`config.mk`:
```
export PLATFORM = sky130hd
export DESIGN_NAME = mul_issue_ctrl
export DESIGN_NICKNAME = d
export VERILOG_FILES = /design/src/rtl/mul_issue_pkg.sv /design/src/rtl/mul_issue_ctrl_hilo_regs.sv /design/src/rtl/mul_issue_ctrl.sv
export SDC_FILE = /design/constraint.sdc
export NUM_CORES = 1
export LEC_CHECK = 0
export CAP_MARGIN = 20
export CELL_PAD_IN_SITES_DETAIL_PLACEMENT = 0
export CELL_PAD_IN_SITES_GLOBAL_PLACEMENT = 2
export CORE_MARGIN = 1.5
export CORE_UTILIZATION = 27
export CTS_BUF_LIST = sky130_fd_sc_hd__clkbuf_8 sky130_fd_sc_hd__clkbuf_16
export DETAILED_ROUTE_END_ITERATION = 10
export PLACE_DENSITY_LB_ADDON = 0.2
export SLEW_MARGIN = 5
export SYNTH_ARGS = -nofsm -noshare
export SYNTH_HDL_FRONTEND = slang
export SYNTH_SLANG_ARGS = --single-unit
```
`constraint.sdc`:
```
create_clock -name clk -period 7.28 [get_ports clk]
set_input_delay 1.82 -clock clk [delete_from_list [all_inputs] [get_ports clk]]
set_output_delay 1.82 -clock clk [all_outputs]
set_load 0.03 [all_outputs]
```
`src/rtl/mul_issue_pkg.sv`:
```
// Shared constants for the multiplier issue controller: parameter defaults
// and FSM state encoding.
package mul_issue_pkg;

   localparam int DATA_W_DEF      = 32;
   localparam int TIMEOUT_CYC_DEF = 16;

   // FSM state encoding
   localparam logic [2:0] S_IDLE   = 3'd0;
   localparam logic [2:0] S_ISSUE  = 3'd1;
   localparam logic [2:0] S_WAIT   = 3'd2;
   localparam logic [2:0] S_COMMIT = 3'd3;
   localparam logic [2:0] S_DRAIN  = 3'd4;

endpackage : mul_issue_pkg

```
`src/rtl/mul_issue_ctrl_hilo_regs.sv`:
```
// Architectural HI/LO register pair. A multiplier commit writes both halves
// and takes priority over MTHI/MTLO writes.
module hilo_regs
   import mul_issue_pkg::*;
#(
   parameter int DATA_W = DATA_W_DEF
) (
   input  logic                clk,
   input  logic                reset,
   input  logic                i_commit,
   input  logic [2*DATA_W-1:0] i_product,
   input  logic                i_hi_we,
   input  logic                i_lo_we,
   input  logic [DATA_W-1:0]   i_wdata,
   output logic [DATA_W-1:0]   o_hi,
   output logic [DATA_W-1:0]   o_lo
);

   logic [DATA_W-1:0] r_hi;
   logic [DATA_W-1:0] r_lo;

   // HI/LO update: product commit first, otherwise independent MTHI/MTLO writes
   // NOTE: state registers use non-blocking (<=) so every flop samples pre-edge values.
   always_ff @(posedge clk or posedge reset) begin
      if (reset) begin
         r_hi <= '0;
         r_lo <= '0;
      end else if (i_commit) begin
         r_hi <= i_product[2*DATA_W-1:DATA_W];
         r_lo <= i_product[DATA_W-1:0];
      end else begin
         if (i_hi_we) r_hi <= i_wdata;
         if (i_lo_we) r_lo <= i_wdata;
      end
   end

   assign o_hi = r_hi;
   assign o_lo = r_lo;

endmodule : hilo_regs

```
`src/rtl/mul_issue_ctrl.sv`:
```
// EXE-stage initiator for a multi-cycle multiplier. Issues a one-cycle start
// pulse with registered operands, stalls EXE until the multiplier completes,
// then commits the product to HI/LO. A flushed op drains the multiplier and
// discards its result.
// Optional feature: define MUL_WATCHDOG_EN to add a WAIT/DRAIN watchdog that
// raises a sticky mul_timeout and returns the FSM to IDLE.
module mul_issue_ctrl
   import mul_issue_pkg::*;
#(
   parameter int DATA_W      = DATA_W_DEF,
   parameter int TIMEOUT_CYC = TIMEOUT_CYC_DEF
) (
   input  logic                clk,
   input  logic                reset,
   input  logic                exe_valid,
   input  logic                exe_op_mult,
   input  logic                exe_op_multu,
   input  logic                exe_op_mthi,
   input  logic                exe_op_mtlo,
   input  logic                exe_flush,
   input  logic [DATA_W-1:0]   exe_rs,
   input  logic [DATA_W-1:0]   exe_rt,
   output logic                exe_stall,
   output logic [DATA_W-1:0]   hi,
   output logic [DATA_W-1:0]   lo,
   output logic                mul_en,
   output logic                mul_signed,
   output logic [DATA_W-1:0]   mul_x,
   output logic [DATA_W-1:0]   mul_y,
   input  logic                mul_busy,
   input  logic                mul_complete,
   input  logic [2*DATA_W-1:0] mul_result,
   output logic                mul_timeout
);

   logic [2:0]        r_state;
   logic [2:0]        w_state_nxt;
   logic              w_capture;
   logic              w_commit;
   logic              w_mult_op;
   logic              w_mult_req;
   logic              w_mt_ok;
   logic              w_wd_expire;
   logic              w_wd_block;
   logic              r_signed;
   logic [DATA_W-1:0] r_x;
   logic [DATA_W-1:0] r_y;

   assign w_mult_op  = exe_valid & (exe_op_mult | exe_op_multu);
   assign w_mult_req = w_mult_op & ~exe_flush;

   // Next-state, operand-capture and commit decode
   // NOTE: every output of this block gets a default first, so no path infers a latch.
   always_comb begin
      w_state_nxt = r_state;
      w_capture   = 1'b0;
      w_commit    = 1'b0;
      case (r_state)
         S_IDLE: begin
            if (w_mult_req && !mul_busy && !w_wd_block) begin
               w_state_nxt = S_ISSUE;
               w_capture   = 1'b1;
            end
         end
         S_ISSUE: w_state_nxt = S_WAIT;
         S_WAIT: begin
            // a flush cancels the op even if the product arrives in the same cycle
            if (exe_flush) begin
               w_state_nxt = mul_complete ? S_IDLE : S_DRAIN;
            end else if (mul_complete) begin
               w_state_nxt = S_COMMIT;
               w_commit    = 1'b1;
            end
         end
         S_COMMIT: w_state_nxt = S_IDLE;
         S_DRAIN: begin
            if (mul_complete) w_state_nxt = S_IDLE;
         end
         default: w_state_nxt = S_IDLE;
      endcase
      if (w_wd_expire) begin
         w_state_nxt = S_IDLE;
         w_commit    = 1'b0;
      end
   end

   // FSM state register
   always_ff @(posedge clk or posedge reset) begin
      if (reset) r_state <= S_IDLE;
      else       r_state <= w_state_nxt;
   end

   // Operand and signedness capture when the op is accepted in IDLE
   always_ff @(posedge clk or posedge reset) begin
      if (reset) begin
         r_signed <= 1'b0;
         r_x      <= '0;
         r_y      <= '0;
      end else if (w_capture) begin
         r_signed <= exe_op_mult;
         r_x      <= exe_rs;
         r_y      <= exe_rt;
      end
   end

`ifdef MUL_WATCHDOG_EN
   localparam int              WD_W    = (TIMEOUT_CYC > 1) ? $clog2(TIMEOUT_CYC) : 1;
   localparam logic [WD_W-1:0] WD_LAST = WD_W'(TIMEOUT_CYC - 1);

   logic [WD_W-1:0] r_wd_cnt;
   logic            r_timeout;
   logic            r_wd_abort;
   logic            w_wd_active;

   assign w_wd_active = (r_state == S_WAIT) || (r_state == S_DRAIN);
   assign w_wd_expire = w_wd_active && (r_wd_cnt == WD_LAST);

   // Watchdog: count WAIT/DRAIN cycles; on expiry flag a sticky error and
   // hold off re-issue for one cycle so the stuck instruction can retire
   always_ff @(posedge clk or posedge reset) begin
      if (reset) begin
         r_wd_cnt   <= '0;
         r_timeout  <= 1'b0;
         r_wd_abort <= 1'b0;
      end else begin
         r_wd_abort <= w_wd_expire;
         if (w_wd_expire) r_timeout <= 1'b1;
         if (w_wd_active && !w_wd_expire) r_wd_cnt <= r_wd_cnt + 1'b1;
         else                             r_wd_cnt <= '0;
      end
   end

   assign w_wd_block  = r_wd_abort;
   assign mul_timeout = r_timeout;
`else
   assign w_wd_expire = 1'b0;
   assign w_wd_block  = 1'b0;
   assign mul_timeout = 1'b0;
`endif

   // Stall: the EXE mult is held until COMMIT; any new mult waits out a drain
   always_comb begin
      exe_stall = 1'b0;
      case (r_state)
         S_IDLE:           exe_stall = w_mult_req & ~w_wd_block;
         S_ISSUE, S_WAIT:  exe_stall = w_mult_req;
         S_DRAIN:          exe_stall = w_mult_op;
         default:          exe_stall = 1'b0;
      endcase
   end

   assign w_mt_ok = exe_valid & ~exe_flush & (r_state == S_IDLE) & ~exe_stall;

   hilo_regs #(
      .DATA_W (DATA_W)
   ) u_hilo (
      .clk       (clk),
      .reset     (reset),
      .i_commit  (w_commit),
      .i_product (mul_result),
      .i_hi_we   (w_mt_ok & exe_op_mthi),
      .i_lo_we   (w_mt_ok & exe_op_mtlo),
      .i_wdata   (exe_rs),
      .o_hi      (hi),
      .o_lo      (lo)
   );

   assign mul_en     = (r_state == S_ISSUE);
   assign mul_signed = r_signed;
   assign mul_x      = r_x;
   assign mul_y      = r_y;

endmodule : mul_issue_ctrl

```
==> key figures, run 1 <==
Run status
  • Outcome: complete, no violations

Route
  • Post-DR wirelength/cell: 17.69 um
  • Via density: 4.486
  • Post-route ant nets: 0
  • Total wire length: 16840 um
  • DRC viols: 0
  • Via count: 4271
  • Drt pass-1 iters: 4
  • DR iter-0 viols: 150

Power and ir drop
  • Pwr dens: 436.4 nW/um^2
  • Peak VDD IR: ~0.19 mV
  • Leak: 4.076 nW
  • Pwr Total: 3.947 mW

Clock network
  • CTS hold repair buffers: 0
  • Clk_lat worst skew: 410 ps
  • Num CTS Buffers: 17
  • Root Driver: clkbuf_16
  • Clock slew at reported path FFs: 50 ps
  • Clock buffer depth: 2
  • # H-tree levels: 4
  • CTS-repair resized insts: 0
  • # clock sinks: 132
  • CTS tree: built
  • # Post-CTS Setup Buffers: 0

Final layout
  • Final Instance Area: around 9000 sq um
  • Fraction of layout cells with a size suffix above 1: 13.64%
  • Fill count: approximately 1900
  • Antenna Cells: 0
  • Final net count: 808
  • Multi-input logic area: 2057 sq um
  • Layout area overhead: 62.65%
  • Finished Layout Cells: around 950
  • Storage element area: approximately 3300 sq um

Yosys
  • Count leader, synth: dfrtp_1
  • Net count after synthesis: 549
  • Synth Area in Compound Gates: 12.85%
  • Yosys top cell by area: dfrtp_1
  • Mapped Area: around 5600 sq um
  • FFs w/ async S/R, synth: 100.0%
  • Average cell area after synthesis: 13.53 sq um
  • Warnings from Yosys: 0
  • Synth cell count leaders: dfrtp_1 (132), mux2_2 (50), nand2_1 (33)
  • Synth top area cells: dfrtp_1 (59%), mux2_2 (10%), mux2i_1 (5.8%)
  • Synth Area in Simple Gates: under 10%
  • Largest family of logic cells by synthesized area: multiplexers
  • Yosys cell types: 29
  • Synth Instances: 411
  • Post-synthesis adder-cell area fraction: 0%
  • Main synth FF type: dfrtp_1
  • EDFF count, synth: 0
  • Post-Synth XOR/XNOR Area: 0%
  • Number of synthesized register bits: 132
  • Seq/Total Area, Yosys: roughly three fifths
  • Yosys top cell area share: about three fifths
  • Mux cell area share after synthesis: a little under a fifth

Timing
  • Clock skew: 9.601 ps
  • Minimum clock period: roughly 5300 ps
  • Worst Max-Slew Pin Slew: ~1100 ps
  • Fin Setup TNS: 0 ps
  • Slew margin rel.: 29.60%
  • Final Hold Vio Count: 0
  • Worst setup margin: just under 2000 ps
  • Peak Freq: 0.1885 GHz
  • Final setup fails: 0
  • Final Slew Violations: 0
  • Final Cycle Share: 72.89%
  • RSZ-0062 raised after global routing: false

Placed design
  • DP Area: 8404 sq um
  • Dpl cells: 921
  • I/O Buffers: between 200 and 300
  • GPL Wtd Cong: 0.7389
  • Pre-CTS setup slack: 1962 ps
  • HPWL after detailed placement: 11180 um

GRT
  • Total track usage: 15.95%
  • GR Overflow Total: 0
  • Largest net degree at the start of global routing: 98
  • Global-route wire length before repair: 26260 um
  • Initial antenna violation count: 0
  • Vias in the first global route: 4584

Floorplan
  • Initial Util: 27.49%
  • Cell row count: 52
  • Height of the die: 146.5 um
  • IO Count: 270
  • Die X: 146.5 um
  • Core area: roughly 20000 sq um
  • DIE AREA: approximately 21000 sq um

Worst setup path
  • Critical path endpoint category: output pin
  • Critical Path Start Type: primary input
  • Critical path required time: around 5500 ps
  • Maximum net fanout on the critical path: 5
  • Arrival @ worst endpoint: between 3000 and 4000 ps
  • Setup CP Type: in -> out
  • FF-to-FF Start: r_state[2]
  • Critical Path Start: exe_flush

Job
  • Max-cap viol count: 0

Min path
  • Hold_sp: u_hilo.o_hi[30]
  • Hold Path Class: reg -> reg
-- worst max-delay path, stage by stage --
cell and delay (ps):
clkdlybuf4s50_1 490, a211o_1 290, o21ai_0 60, and3b_1 160, clkdlybuf4s50_1 670
-- flip-flops by register name, summed over array words and instances, names as in the netlist --
| name | cells |
|---|---|
| mul_y | 32 |
| u_hilo.o_hi | 32 |
| mul_signed | 1 |
| mul_x | 32 |
| u_hilo.o_lo | 32 |
| r_state | 3 |
-- path summary, 6_finish.rpt --
kind                                        end  slack, ps  cells after the start
worst max-delay path                  exe_stall       1970                      5
worst min-delay path            u_hilo.o_hi[30]        470                      1
worst max register to register  u_hilo.o_hi[13]       4710                      4
worst min register to register  u_hilo.o_hi[30]        470                      1
max in group asynchronous             mul_x[13]       4200                      3
min in group asynchronous             mul_y[14]       1950                      2
-- kinds of logic after synthesis --
kind of cell | Yosys count
AOI/OAI and AO/OA | 101
and+or+nand+nor | 49
muxes | 97
other | 1
DFF | 132
buffers and inverters | 31
-- metrics by stage --
| step | hold WS [ps] | utilization [%] |
|---|---|---|
| global placement | 457.4 | 41.53 |
| global route | 492.9 | 44.71 |
| detailed placement | 464.2 | 41.53 |
| finish | 470.2 | 44.71 |
| floorplan | 582.7 | - |
| CTS | 476.9 | 44.71 |
-- power by group --
part / total, mW / switching (mW) / internal (mW) / leakage, nW
Sequential: 1.23 / 0.171 / 1.06 / 1.61
Clock: 0.931 / 0.329 / 0.601 / 0.309
Combinational: 1.79 / 0.983 / 0.808 / 2.16
-- cell type report --
cell class,count,area share [%]
sequential,132,36.51
inverter,1,0.09682
tap,270,3.734
clock inverter,11,1.936
clock buffer,20,5.159
multi-input combinational,248,22.74
timing repair buffer,270,29.82
-- metal layers --
| metal | track usage [%] | wire length (um) | up-vias |
|---|---|---|---|
| li1 | - | - | 1997 |
| met1 | 19.69 | 7293 | 2077 |
| met2 | 25.55 | 7874 | 181 |
| met3 | 6.188 | 1446 | 16 |
| met4 | 5.303 | 229 | 0 |
| met5 | 0 | 0 | - |
-- cells in the final DEF (no fill, tap or decap) --
cell type	instances
mux2_2	50
clkinv_4	3
nor2_4	1
a21oi_1	1
clkdlybuf4s50_1	268
bufinv_16	4
nand2b_1	3
clkinvlp_4	2
nor2b_2	1
dfrtp_1	132
or3b_2	1
o21ai_0	27
inv_6	2
nor2_1	2
mux2i_1	32
a21o_1	32
conb_1	1
buf_4	2
nand2_1	32
o21ai_1	6
clkbuf_16	17
clkinv_2	1
and4_2	1
nand3b_1	2
clkbuf_8	3
a22o_1	32
a211o_1	1
mux2_1	15
nor3_4	2
nand4_4	1
and3b_1	1
nor3b_2	1
nand2_4	1
a211oi_1	2
No activity file was read; power rests on OpenSTA's default activity.
==> run 2: changes to the inputs <==
--- a/config.mk
+++ b/config.mk
@@ -9,7 +9,7 @@
 export CELL_PAD_IN_SITES_DETAIL_PLACEMENT = 0
 export CELL_PAD_IN_SITES_GLOBAL_PLACEMENT = 2
 export CORE_MARGIN = 1.5
-export CORE_UTILIZATION = 27
+export CORE_UTILIZATION = 25
 export CTS_BUF_LIST = sky130_fd_sc_hd__clkbuf_8 sky130_fd_sc_hd__clkbuf_16
 export DETAILED_ROUTE_END_ITERATION = 10
 export PLACE_DENSITY_LB_ADDON = 0.2
==> constraint.sdc (replaced) <==
create_clock -name clk -period 4.9 [get_ports clk]
set_input_delay 1.225 -clock clk [delete_from_list [all_inputs] [get_ports clk]]
set_output_delay 1.225 -clock clk [all_outputs]
set_load 0.03 [all_outputs]
==> run 2 against run 1 <==
Effect of this change: count of clock-buffer cells in the layout fell by 2; global-route usage fell by 1.0 points; sequential share of layout area fell by 0.076 points; clock power rose by 45%; non-clock buffer count did not move; utilization fell by 3.2 points; final area rose by 0.21%; cell count rose by 1.1%; die area rose by 7.8%; total power rose by 48%; critical endpoint unchanged; largest cell class unchanged; highest routed layer unchanged.
==> key figures, run 2 (synthesized netlist as in run 1, its figures left out) <==
Final layout
  • Final net count: 808 (unchanged)
  • Fill count: 2101 (+13%)
  • Finished Layout Cells: 962 (+1.1%)
  • Final Instance Area: 9065 sq um (+0.21%)
  • Fraction of layout cells with a size suffix above 1: 13.34% (-0.29 points)
  • Antenna Cells: 0 (unchanged)
  • Most common cell after layout, fill and taps aside: clkdlybuf4s50_1
  • Layout area overhead: 62.99%
  • Most frequent cells in the layout: clkdlybuf4s50_1 (268), dfrtp_1 (132), mux2_2 (50)
  • Core Util, Final: 41.54% (-3.2 points)

Timing
  • RSZ-0062 raised after global routing: false
  • Final Cycle Share: 84.09%
  • Minimum clock period: between 4000 and 5000 ps
  • Final Slew Violations: 0 (unchanged)
  • Fin Hold WS: 476.2 ps (+6.009 ps)
  • Fin Setup TNS: 0 ps (unchanged)
  • Slew margin rel.: 35.03% (+5.4 points)
  • Clock skew: 9.883 ps (+0.2816 ps)
  • Worst Max-Slew Pin Slew: 974.5 ps (-81.50 ps)
  • Peak Freq: 0.2427 GHz
  • Final Hold Vio Count: 0 (unchanged)
  • Final setup fails: 0 (unchanged)
  • Worst setup margin: 779.4 ps (-1194 ps)

Route
  • Total wire length: 17050 um (+1.2%)
  • Post-route ant nets: 0 (unchanged)
  • Drt pass-1 iters: 4 (unchanged)
  • DR iter-0 viols: 145 (-3.3%)
  • Post-DR wirelength/cell: 17.72 um (+0.17%)
  • Via density: 4.451 (-0.78%)
  • DRC viols: 0 (unchanged)
  • Via count: 4282 (+0.26%)

Placed design
  • GPL Wtd Cong: 0.7343 (-0.62%)
  • DP Area: 8442 sq um (+0.45%)
  • I/O Buffers: 268 (unchanged)
  • HPWL after detailed placement: 11550 um (+3.3%)
  • Pre-CTS setup slack: 765.9 ps (-1196 ps)
  • Dpl cells: 931 (+1.1%)

Worst setup path
  • Arrival @ worst endpoint: 2900 ps (-590 ps)
  • Critical Path Start: exe_flush
  • Worst setup endpoint: exe_stall
  • Critical path required time: 3670 ps (-1790 ps)
  • Maximum net fanout on the critical path: 5 (unchanged)
  • FF-to-FF Start: r_state[2]
  • Critical Path Start Type: primary input
  • Worst R2R Setup Slack: 2470 ps (-2240 ps)
  • Setup CP Type: in -> out
  • R2R Path End: u_hilo.o_hi[6]
  • Critical path endpoint category: output pin
  • R2R cell count: 4 (unchanged)

Power and ir drop
  • Switching pwr: 2.213 mW (+49%)
  • Leak: 4.084 nW (+0.20%)
  • Pwr Total: 5.846 mW (+48%)
  • Pwr dens: 644.9 nW/um^2 (+48%)
  • Logic pwr share: 45.7% (+0.3 points)
  • Peak VDD IR: 0.2465 mV (+31%)
  • Internal power: 3.633 mW (+47%)
  • Sw frac: 37.85% (+0.27 points)
  • Clock network fraction of design power: 23.1% (-0.5 points)
  • Register share of total power: 31.2% (about the same)

GRT
  • Global-route wire length before repair: 26880 um (+2.4%)
  • Initial antenna violation count: 0 (unchanged)
  • Total track usage: 14.94% (-1.0 points)
  • GR Overflow Total: 0 (unchanged)
  • Largest net degree at the start of global routing: 95 (-3.1%)
  • Vias in the first global route: 4526 (-1.3%)

Clock network
  • Clk_lat worst skew: 410 ps (about the same)
  • # H-tree levels: 4 (unchanged)
  • # Post-CTS Setup Buffers: 0 (unchanged)
  • Clock slew at reported path FFs: 50 ps (about the same)
  • CTS-repair resized insts: 0 (unchanged)
  • CTS tree: built
  • Root Driver: clkbuf_16
  • # clock sinks: 132 (unchanged)
  • CTS hold repair buffers: 0 (unchanged)
  • Clock buffer depth: 2 (unchanged)
  • Num CTS Buffers: 17 (unchanged)

Floorplan
  • IO Count: 270 (unchanged)
  • DIE AREA: 23150 sq um (+7.8%)
  • Height of the die: 152.2 um (+3.8%)
  • Cell row count: 54 (+3.8%)
  • Core area: 21820 sq um (+7.9%)
  • Initial Util: 25.48% (-2.0 points)
  • Die X: 152.2 um (+3.8%)

Run status
  • Outcome: complete, no violations

Job
  • Max-cap viol count: 0 (unchanged)

Min path
  • Hold Path Class: reg -> reg
  • Worst hold stages: 1 (unchanged)
run 2: cell types whose count changed in the layout (fill, tap and decap cells not counted), sizes merged:
cell and change:
inv +3, clkinvlp -1, clkbuf -2
run 2: power by group through the flow:
stage                     clock [mW]  sequential, mW  combinational [mW]
after floorplan                    0            2.77               0.482
after global placement             0            1.82                2.68
after detailed placement           0            1.84                2.70
after CTS                       1.40            1.83                2.70
after global routing            1.46            1.89                2.80
final                           1.35            1.82                2.67
run 2: worst max-delay path: stages:
cell             delay [ps]
clkdlybuf4s50_1         480
a211o_1                 280
o21ai_0                  70
and3b_1                 170
clkdlybuf4s50_1         660
run 2: cell type report:
| cell class | instances | area (sq um) | share of cell area (%) |
|---|---|---|---|
| well taps | 280 | 350.3 | 3.865 |
| flip-flops and latches | 132 | 3303 | 36.44 |
| clock inverters | 13 | 183.9 | 2.029 |
| clock buffers | 18 | 439.2 | 4.845 |
| multi-input cells | 248 | 2057 | 22.69 |
| repair buffers | 270 | 2723 | 30.03 |
| inverters | 1 | 8.758 | 0.09662 |
run 2: how the worst min path moves through the flow:
| stage | from | to | slack [ps] |
|---|---|---|---|
| floorplan | r_state[2] | r_state[1] | 580 |
| global placement | u_hilo.o_hi[20] | u_hilo.o_hi[20] | 460 |
| detailed placement | u_hilo.o_hi[1] | u_hilo.o_hi[1] | 460 |
| CTS | u_hilo.o_hi[31] | u_hilo.o_hi[31] | 480 |
| global route | u_hilo.o_hi[24] | u_hilo.o_hi[24] | 490 |
| finish | u_hilo.o_hi[31] | u_hilo.o_hi[31] | 480 |
run 2: layer usage:
layer	track usage, %	vias up	wire length, um
li1	-	1994	-
met4	4.993	0	216
met2	23.12	188	7859
met1	19.26	2088	7469
met3	5.546	12	1500
met5	0	-	0
==> run 3: changes to the inputs <==
--- a/config.mk
+++ b/config.mk
@@ -9,7 +9,7 @@
 export CELL_PAD_IN_SITES_DETAIL_PLACEMENT = 0
 export CELL_PAD_IN_SITES_GLOBAL_PLACEMENT = 2
 export CORE_MARGIN = 1.5
-export CORE_UTILIZATION = 25
+export CORE_UTILIZATION = 23
 export CTS_BUF_LIST = sky130_fd_sc_hd__clkbuf_8 sky130_fd_sc_hd__clkbuf_16
 export DETAILED_ROUTE_END_ITERATION = 10
 export PLACE_DENSITY_LB_ADDON = 0.2
==> constraint.sdc (replaced) <==
create_clock -name clk -period 3.7 [get_ports clk]
set_input_delay 0.925 -clock clk [delete_from_list [all_inputs] [get_ports clk]]
set_output_delay 0.925 -clock clk [all_outputs]
set_load 0.03 [all_outputs]
==> run 3 against run 2 <==
Effect of this change: first-iteration DRC count rose by 29%; sequential share of layout area shrank 0.47 points; cell count increased by 4.6%; hold slack worse by 5.6 ps; die area is 8.5% higher; combinational power grew 32%; wire length rose by 3.5%; critical path depth unchanged; utilization is 2.6 points lower; largest power group unchanged.
==> key figures, run 3 (synthesized netlist as in run 1, its figures left out) <==
Floorplan
  • Height of the die: 158.5 um (+4.2%)
  • Die X: 158.5 um (+4.2%)
  • Core area: 23610 sq um (+8.2%)
  • DIE AREA: 25120 sq um (+8.5%)
  • Cell row count: 56 (+3.7%)
  • Initial Util: 23.55% (-1.9 points)
  • IO Count: 270 (unchanged)

Clock network
  • CTS tree: built
  • CTS-repair resized insts: 0 (unchanged)
  • CTS hold repair buffers: 0 (unchanged)
  • # Post-CTS Setup Buffers: 0 (unchanged)
  • Num CTS Buffers: 17 (unchanged)
  • # clock sinks: 132 (unchanged)
  • Root Driver: clkbuf_16
  • Clock slew at reported path FFs: 60 ps (about the same)
  • # H-tree levels: 4 (unchanged)
  • Clk_lat worst skew: 410 ps (about the same)
  • Clock buffer depth: 2 (unchanged)

Power and ir drop
  • Clock network fraction of design power: 23.7% (+0.6 points)
  • Pwr dens: 850.1 nW/um^2 (+32%)
  • Register share of total power: 31.1% (about the same)
  • Peak VDD IR: 0.3274 mV (+33%)
  • Switching pwr: 2.916 mW (+32%)
  • Leak: 4.119 nW (+0.87%)
  • Internal power: 4.891 mW (+35%)
  • Sw frac: 37.35% (-0.50 points)
  • Logic pwr share: 45.3% (-0.4 points)

Timing
  • Peak Freq: 0.2828 GHz
  • Fin Setup TNS: 0 ps (unchanged)
  • Final Hold Vio Count: 0 (unchanged)
  • Clock skew: 8.598 ps (-1.285 ps)
  • Final Cycle Share: 95.58%
  • Worst Max-Slew Pin Slew: 1006 ps (+31.44 ps)
  • Minimum clock period: 3536 ps
  • Final setup fails: 0 (unchanged)
  • Final Slew Violations: 0 (unchanged)
  • Slew margin rel.: 32.78% (-2.3 points)
  • RSZ-0062 raised after global routing: false
  • Fin Hold WS: 470.6 ps (-5.597 ps)

Route
  • Drt pass-1 iters: 4 (unchanged)
  • DRC viols: 0 (unchanged)
  • Via density: 4.311 (-3.1%)
  • Via count: 4337 (+1.3%)
  • Total wire length: 17640 um (+3.5%)
  • Post-route ant nets: 0 (unchanged)
  • DR iter-0 viols: 187 (+29%)
  • Post-DR wirelength/cell: 17.54 um (-1.0%)

Worst setup path
  • Cell Chain, Critical Path: clkdlybuf4s50_1 > a211o_1 > o21ai_0 > and3b_1 > clkdlybuf4s50_1
  • Slowest stage cell on the critical path: clkdlybuf4s50_1
  • Critical Path Start Type: primary input
  • Maximum net fanout on the critical path: 5 (unchanged)
  • Cell family with the largest share of critical-path delay: buffers and inverters
  • Critical path endpoint category: output pin
  • Highest cell delay on the worst timing path: 660 ps (about the same)
  • Buf+Inv Stages, Crit Path: 2 (unchanged)
  • Arrival @ worst endpoint: 2610 ps (-290 ps)
  • Critical path required time: 2770 ps (-900 ps)
  • Setup CP Type: in -> out
  • CP most frequent cell: clkdlybuf4s50_1

GRT
  • Total track usage: 14.33% (-0.61 points)
  • Initial antenna violation count: 0 (unchanged)
  • Global-route wire length before repair: 26990 um (+0.38%)
  • Largest net degree at the start of global routing: 74 (-22%)
  • GR Overflow Total: 0 (unchanged)
  • Vias in the first global route: 4774 (+5.5%)

Placed design
  • HPWL after detailed placement: 12190 um (+5.6%)
  • Dpl cells: 976 (+4.8%)
  • I/O Buffers: 268 (unchanged)
  • GPL Wtd Cong: 0.6980 (-4.9%)
  • DP Area: 8547 sq um (+1.2%)

Final layout
  • Core Util, Final: 38.89% (-2.6 points)
  • Final net count: 814 (+0.74%)
  • Antenna Cells: 0 (unchanged)
  • Most frequent cells in the layout: clkdlybuf4s50_1 (268), dfrtp_1 (132), mux2_2 (50)
  • Layout area overhead: 65.13%
  • Fraction of layout cells with a size suffix above 1: 14.12% (+0.78 points)
  • Final Instance Area: 9184 sq um (+1.3%)
  • Finished Layout Cells: 1006 (+4.6%)
  • Most common cell after layout, fill and taps aside: clkdlybuf4s50_1

Job
  • Max-cap viol count: 0 (unchanged)

Min path
  • Hold Path Class: reg -> reg

Run status
  • Outcome: complete, no violations
==> run 3: changes by cell type in the layout (fill, tap and decap cells not counted) <==
cell,delta
bufinv_16,+1
buf_4,+5
clkinv_4,-3
clkinvlp_4,+2
clkinv_2,+2
clkbuf_8,+1
buf_12,+1
inv_1,-1
inv_6,-3
==> run 3: power by group through the flow <==
stage	Sequential (mW)	Combinational [mW]	Clock, mW
2_1_floorplan	3.67	0.639	0
3_3_place_gp	2.41	3.57	0
3_5_place_dp	2.44	3.57	0
4_1_cts	2.43	3.58	1.93
5_1_grt	2.51	3.73	1.99
6_report	2.42	3.53	1.85
==> run 3: final cells by class <==
cell class / instances / area, sq um
inverters: 1 / 7.507
clock inverters: 11 / 183.9
flip-flops and latches: 132 / 3303
multi-input cells: 248 / 2057
clock buffers: 19 / 452.9
well taps: 319 / 399.1
repair buffers: 276 / 2780
fillers: 2296 / 14430
==> run 3: routing by layer <==
layer  GRT usage (%)  part of all wire, %  wire length, um
met1           16.71                   41             7319
met2           23.19                   46             8192
met3           6.478                   10             1817
met4           5.073                  1.8              315
met5               0                    0                0
==> run 3: through the flow <==
stage	total power, mW	worst slack, ps
after floorplan	4.314	1138
after global placement	5.981	185.0
after detailed placement	6.016	169.7
after CTS	7.939	158.3
after global routing	8.228	106.1
final	7.807	163.5
==> run 3: worst paths after layout <==
check / to / startpoint / depth (start not counted) / slack, ps
worst max register to register: u_hilo.o_hi[21] / r_state[2] / 4 / 1500
worst min-delay path: u_hilo.o_hi[18] / u_hilo.o_hi[18] / 1 / 470
worst max-delay path: exe_stall / exe_flush / 5 / 160
worst min register to register: u_hilo.o_hi[18] / u_hilo.o_hi[18] / 1 / 470
max in group asynchronous: u_hilo.o_hi[22] / reset / 3 / 2320
min in group asynchronous: mul_y[27] / reset / 3 / 990
